==> src/rtl/cpu_pkg.sv <==
// Shared CPU definitions: reset PC, NOP encoding and fetch queue entry type.
// Consumed by the fetch queue and its storage.
package cpu_pkg;

    localparam logic [31:0] RESET_PC  = 32'h0000_3000;
    localparam logic [31:0] NOP_INSTR = 32'h0000_0000;

    typedef struct packed {
        logic [31:0] pc;
        logic [31:0] instr;
    } fetch_entry_t;

endpackage

==> src/rtl/fq_mem.sv <==
// Fetch queue entry storage: one write port, one asynchronous read port.
// Contents are not reset; validity is tracked by the owner.
module fq_mem
    import cpu_pkg::*;
#(
    parameter  int DEPTH = 4,
    localparam int AW    = $clog2(DEPTH)
) (
    input  logic          clk,
    input  logic          we,
    input  logic [AW-1:0] waddr,
    input  fetch_entry_t  wdata,
    input  logic [AW-1:0] raddr,
    output fetch_entry_t  rdata
);

    fetch_entry_t mem [DEPTH];

    always_ff @(posedge clk) begin
        if (we) begin
            mem[waddr] <= wdata;
        end
    end

    assign rdata = mem[raddr];

endmodule

==> src/rtl/fetch_queue.sv <==
// Circular fetch queue between fetch and decode, flushed on redirect.
// Define FETCH_QUEUE_BYPASS_EN for same-cycle pass-through when empty.
module fetch_queue
    import cpu_pkg::*;
#(
    parameter  int DEPTH = 4,
    localparam int AW    = $clog2(DEPTH)
) (
    input  logic          clk,
    input  logic          reset,
    input  logic          in_valid,
    input  logic [31:0]   in_pc,
    input  logic [31:0]   in_instr,
    output logic          in_ready,
    output logic          out_valid,
    output logic [31:0]   out_pc,
    output logic [31:0]   out_instr,
    input  logic          out_ready,
    input  logic          flush,
    output logic [AW:0]   count
);

    localparam logic [AW:0] FULL = (AW + 1)'(DEPTH);

    logic [AW-1:0] wr_ptr;
    logic [AW-1:0] rd_ptr;
    logic [AW:0]   cnt;
    fetch_entry_t  head;
    fetch_entry_t  wdata;
    logic          empty;
    logic          bypass;
    logic          bypass_take;
    logic          push;
    logic          pop;
    logic          wr_en;
    logic          rd_en;

    assign empty = (cnt == '0);

`ifdef FETCH_QUEUE_BYPASS_EN
    assign bypass = empty && in_valid && !flush;
`else
    assign bypass = 1'b0;
`endif

    assign out_valid   = !empty || bypass;
    assign in_ready    = (cnt < FULL) || (out_valid && out_ready);
    assign push        = in_valid && in_ready;
    assign pop         = out_valid && out_ready;
    // A bypassed word consumed this cycle never touches storage.
    assign bypass_take = bypass && out_ready;
    assign wr_en       = push && !flush && !bypass_take;
    assign rd_en       = pop && !bypass_take;
    assign count       = cnt;

    assign wdata.pc    = in_pc;
    assign wdata.instr = in_instr;

    fq_mem #(
        .DEPTH (DEPTH)
    ) u_mem (
        .clk   (clk),
        .we    (wr_en),
        .waddr (wr_ptr),
        .wdata (wdata),
        .raddr (rd_ptr),
        .rdata (head)
    );

    always_comb begin
        out_pc    = RESET_PC;
        out_instr = NOP_INSTR;
        unique case (1'b1)
            bypass: begin
                out_pc    = in_pc;
                out_instr = in_instr;
            end
            !empty: begin
                out_pc    = head.pc;
                out_instr = head.instr;
            end
            default: ;
        endcase
    end

    always_ff @(posedge clk) begin
        if (!reset) begin
            wr_ptr <= '0;
            rd_ptr <= '0;
            cnt    <= '0;
        end else if (flush) begin
            wr_ptr <= '0;
            rd_ptr <= '0;
            cnt    <= '0;
        end else begin
            if (wr_en) begin
                wr_ptr <= wr_ptr + AW'(1);
            end
            if (rd_en) begin
                rd_ptr <= rd_ptr + AW'(1);
            end
            unique case (1'b1)
                (wr_en && !rd_en): cnt <= cnt + (AW + 1)'(1);
                (rd_en && !wr_en): cnt <= cnt - (AW + 1)'(1);
                default: ;
            endcase
        end
    end

endmodule

==> config.mk <==
export PLATFORM = sky130hd
export DESIGN_NAME = fetch_queue
export DESIGN_NICKNAME = d
export VERILOG_FILES = /design/src/rtl/cpu_pkg.sv /design/src/rtl/fq_mem.sv /design/src/rtl/fetch_queue.sv
export SDC_FILE = /design/constraint.sdc
export NUM_CORES = 1
export LEC_CHECK = 0
export BUFFER_PORTS_ARGS = -buffer_cell sky130_fd_sc_hd__buf_2
export CAP_MARGIN = 30
export CORE_UTILIZATION = 57
export DETAILED_ROUTE_END_ITERATION = 10
export GPL_TIMING_DRIVEN = 1
export HOLD_SLACK_MARGIN = 0.02
export PLACE_DENSITY = 0.86
export SYNTH_ARGS = -nofsm -noshare
export SYNTH_HDL_FRONTEND = slang
export SYNTH_SLANG_ARGS = --single-unit
==> constraint.sdc <==
create_clock -name clk -period 3.5 [get_ports clk]
set_input_delay 0 -clock clk [delete_from_list [all_inputs] [get_ports clk]]
set_output_delay 0 -clock clk [all_outputs]
set_load 0.005 [all_outputs]
==> results by group <==
Critical path
  • Reg2reg path depth: 3
  • Required time at the worst-slack endpoint: 3.50 ns
  • Endpoint class of the critical path: primary output
  • Worst setup SP type: flop
  • Arrival time worst endpoint: 2.63 ns
  • R2r setup slk: 1.21 ns
  • Critical-path maximum fanout: 36
  • Reg2reg end: u_mem.mem[0][60]$_DFFE_PP_
  • Beginning of the worst register-to-register path: count[2]$_SDFFE_PP0P_
  • Kind of critical path: reg2out

Timing
  • Number of max-slew violations in the final report: 0
  • Total count of hold-check failures in the final report: 0
  • Post-Route Setup TNS: 0 ns
  • Slew of the pin with the lowest slew margin: 0.980 ns
  • Setup repair after global routing missed its margin: false
  • Portion of the clock cycle consumed by the worst path in the final layout: 0.751
  • Final WS setup: 0.870 ns
  • Post-layout minimum cycle time: 2.63 ns
  • Setup-failing EPs final: 0
  • Max Fclk: 380 MHz
  • Relative max-transition margin: 0.347
  • Worst setup skew after layout: 0.0167 ns

Layout
  • Area Growth Syn to Fin: 23.7%
  • Proportion of layout cells with a drive suffix above 1: 0.353
  • Number of nets in the layout: 752
  • Finished Layout Cells: 922
  • Layout Utilization: 0.725
  • Area of the multi-input gates: 2120 um2
  • Number of filler cells placed in the layout: 1023
  • Area of all sequential standard cells: 7880 um2

Synthesis
  • Synth top cells by count: 256 x edfxtp_1, 66 x and2_1, 60 x mux4_2
  • Async set-or-reset flop fraction in the synthesized netlist: 0
  • Net count of the mapped netlist: 536
  • Cell accounting for the most synthesized area: edfxtp_1
  • Top-area cell type share of the netlist area: 0.753
  • Post-Synthesis Mean Instance Area: 22.1 um2
  • Count of synthesis-stage warnings from yosys: 0
  • Most used standard cell by instance count after synthesis: edfxtp_1
  • Post-synthesis cell count: 461
  • Top FF cell, synth: edfxtp_1
  • Sequential share of the synthesized area: 0.770
  • Netlist area before placement: 10200 um2
  • Number of flops mapped to enable cells by yosys: 256
  • Synth cell types: 25
  • Register bit total from synthesis: 265
  • Largest cells by area after synthesis: edfxtp_1 75%, mux4_2 13%, and2_1 4.0%, dfxtp_1 1.8%, buf_12 1.2%

Worst hold path
  • Worst min-delay path endpoint: count[1]$_SDFFE_PP0P_
  • Min-delay worst type: in2reg
  • WHS Path Cells: 6
  • Hold Startpoint: flush

Drt
  • TritonRoute pass-1 iters: 4
  • Post-DRT Antenna Nets: 0
  • DR iter-0 viols: 376
  • Wire per inst: 22.7 um
  • Vias after detailed routing: 5218
  • Total Wirelength: 21000 um
  • DRC violations left: 0
  • Via-to-Cell Ratio: 5.66

Floorplanning
  • Number of rows created at floorplan: 48
  • Die area: 18500 um2
  • Core ar.: 17400 um2
  • Number of top-level pins: 138
  • Chip Height: 136 um
  • Die Span X: 136 um
  • Initial core utilization: 0.586

GRT
  • Global-route wire length before repair: 31500 um
  • Remaining global-route overflow: 0
  • Largest net degree at the start of global routing: 65
  • Via count of the first global-routing pass: 5441
  • GRT Util Overall: 0.237
  • Number of antenna violations at the first check in global routing: 1

Pwr
  • Combinational Power Share: 0.045
  • Power density of the placed cells: 535 nW/um2
  • Sequential fraction of design power: 0.525
  • Peak supply drop: 0.365 mV
  • Leakage Power: 4.42 nW
  • Net Sw Frac: 0.194
  • Clock power frac: 0.429
  • Cell internal power dissipation: 5.45 mW
  • Reported net switching power: 1.31 mW

Placement
  • Placement-stage worst setup slack: 1.26 ns
  • Hpwl dp: 10700 um
  • Total placed cells including tap cells: 804
  • Buffers on Ports: 137
  • Routability cong.: 0.791

Clock network
  • Num CTS Buffers: 26
  • Clock insertion delay at the later pin of the skew report: 0.53 ns
  • Number of H-tree levels: 1
  • TritonCTS clock tree: done
  • Number of buffers on the longest clock path: 3
  • Clk root buf: clkbuf_16
  • Register clock-pin slew on the reported worst setup and hold paths: 0.06 ns
  • CTS Sinks: 265

Flow run
  • # Max-Cap Violations: 0

Run status
  • Result of the run: finished clean
==> routing by layer <==
metal  part of all wire  vias to the layer above  wire length (um)  GRT usage
li1                   -                     2290                 -          -
met1               0.40                     2660              8350      0.310
met2               0.52                      227             11000      0.413
met3              0.053                       41              1120     0.0317
met4              0.025                        0               521     0.0774
met5                  0                        -                 0          0
==> area by class of cell <==
cell class / count / area share
Antenna cell: 1 / 0.000198
Clock inverter: 15 / 0.0169
Timing Repair Buffer: 208 / 0.111
Sequential cell: 265 / 0.624
Multi-Input combinational cell: 165 / 0.168
Tap cell: 225 / 0.0223
Clock buffer: 32 / 0.0541
Inverter: 11 / 0.00327
==> worst max-delay path, cell delays in order (launching register included) <==
cell and delay, ns:
dfxtp_4 0.82, buf_12 0.33, mux4_2 0.55, and2_1 0.20, buf_2 0.14
==> metrics by stage <==
step	cell area (um2)	power, mW	hold slack (ns)
after detailed placement	11000	3.86	0.216
after floorplan	10200	3.73	0.0989
after global placement	11000	3.84	0.210
after global routing	12600	6.92	0.224
final	12600	6.76	0.118
after CTS	12600	6.78	0.0936
==> layout by cell type (no fill, tap or decap), types with 2 or more instances in the layout <==
master           n
buf_2          137
clkbuf_16       26
clkinv_2         5
clkinv_1         2
inv_1           10
or2_1            2
clkbuf_1         5
o21ai_0          4
and2_1          62
xor2_1           3
and2_4           4
dfxtp_4          2
mux4_2          60
ha_1             5
edfxtp_1       256
dfxtp_1          7
bufinv_16        5
or3_1            2
clkinvlp_4       2
nand2_1          2
nor2_1           5
dlygate4sd3_1   70
a21oi_1          5
mux4_1           4
nand3_1          2
==> registers in the layout (all words and copies together) (netlist names), named ones only <==
register   cells
u_mem.mem    256
count          3
rd_ptr         2
wr_ptr         2
==> cells by family after synthesis <==
logic type               after synthesis  share of synthesized area
XOR/XNOR                               3                    0.00257
adder cells (fa/ha/maj)                6                    0.00809
flip-flops                           265                      0.770
multiplexers                          64                      0.143
buffers and inverters                 31                     0.0225
AO/OA/AOI/OAI                         10                    0.00515
AND/OR/NAND/NOR                       82                     0.0485
==> worst max-delay path by stage <==
stage	from	end	slack [ns]	cells after the start
after global routing	flop	out_instr[30]	0.74	4
after detailed placement	count[2]$_SDFFE_PP0P_	u_mem.mem[1][9]$_DFFE_PP_	1.26	3
after floorplan	count[2]$_SDFFE_PP0P_	u_mem.mem[0][0]$_DFFE_PP_	0.75	3
after CTS	flop	out_instr[15]	0.84	4
final	flop	out_instr[14]	0.87	4
after global placement	count[2]$_SDFFE_PP0P_	u_mem.mem[1][9]$_DFFE_PP_	1.37	3
==> power by group through the flow <==
| stage | registers (mW) | clock network [mW] | logic, mW |
|---|---|---|---|
| 6_report | 3.55 | 2.90 | 0.306 |
| 5_1_grt | 3.55 | 3.04 | 0.330 |
| 4_1_cts | 3.55 | 2.92 | 0.306 |
| 3_5_place_dp | 3.62 | 0 | 0.239 |
| 3_3_place_gp | 3.61 | 0 | 0.226 |
| 2_1_floorplan | 3.61 | 0 | 0.118 |
==> what timing repair did <==
action,4_1_cts,5_1_grt
buffers inserted,0,0
hold buffers,70,0
resized for setup,0,0
endpoints found under the hold margin,265,0
(Power assumes the default switching activity.)
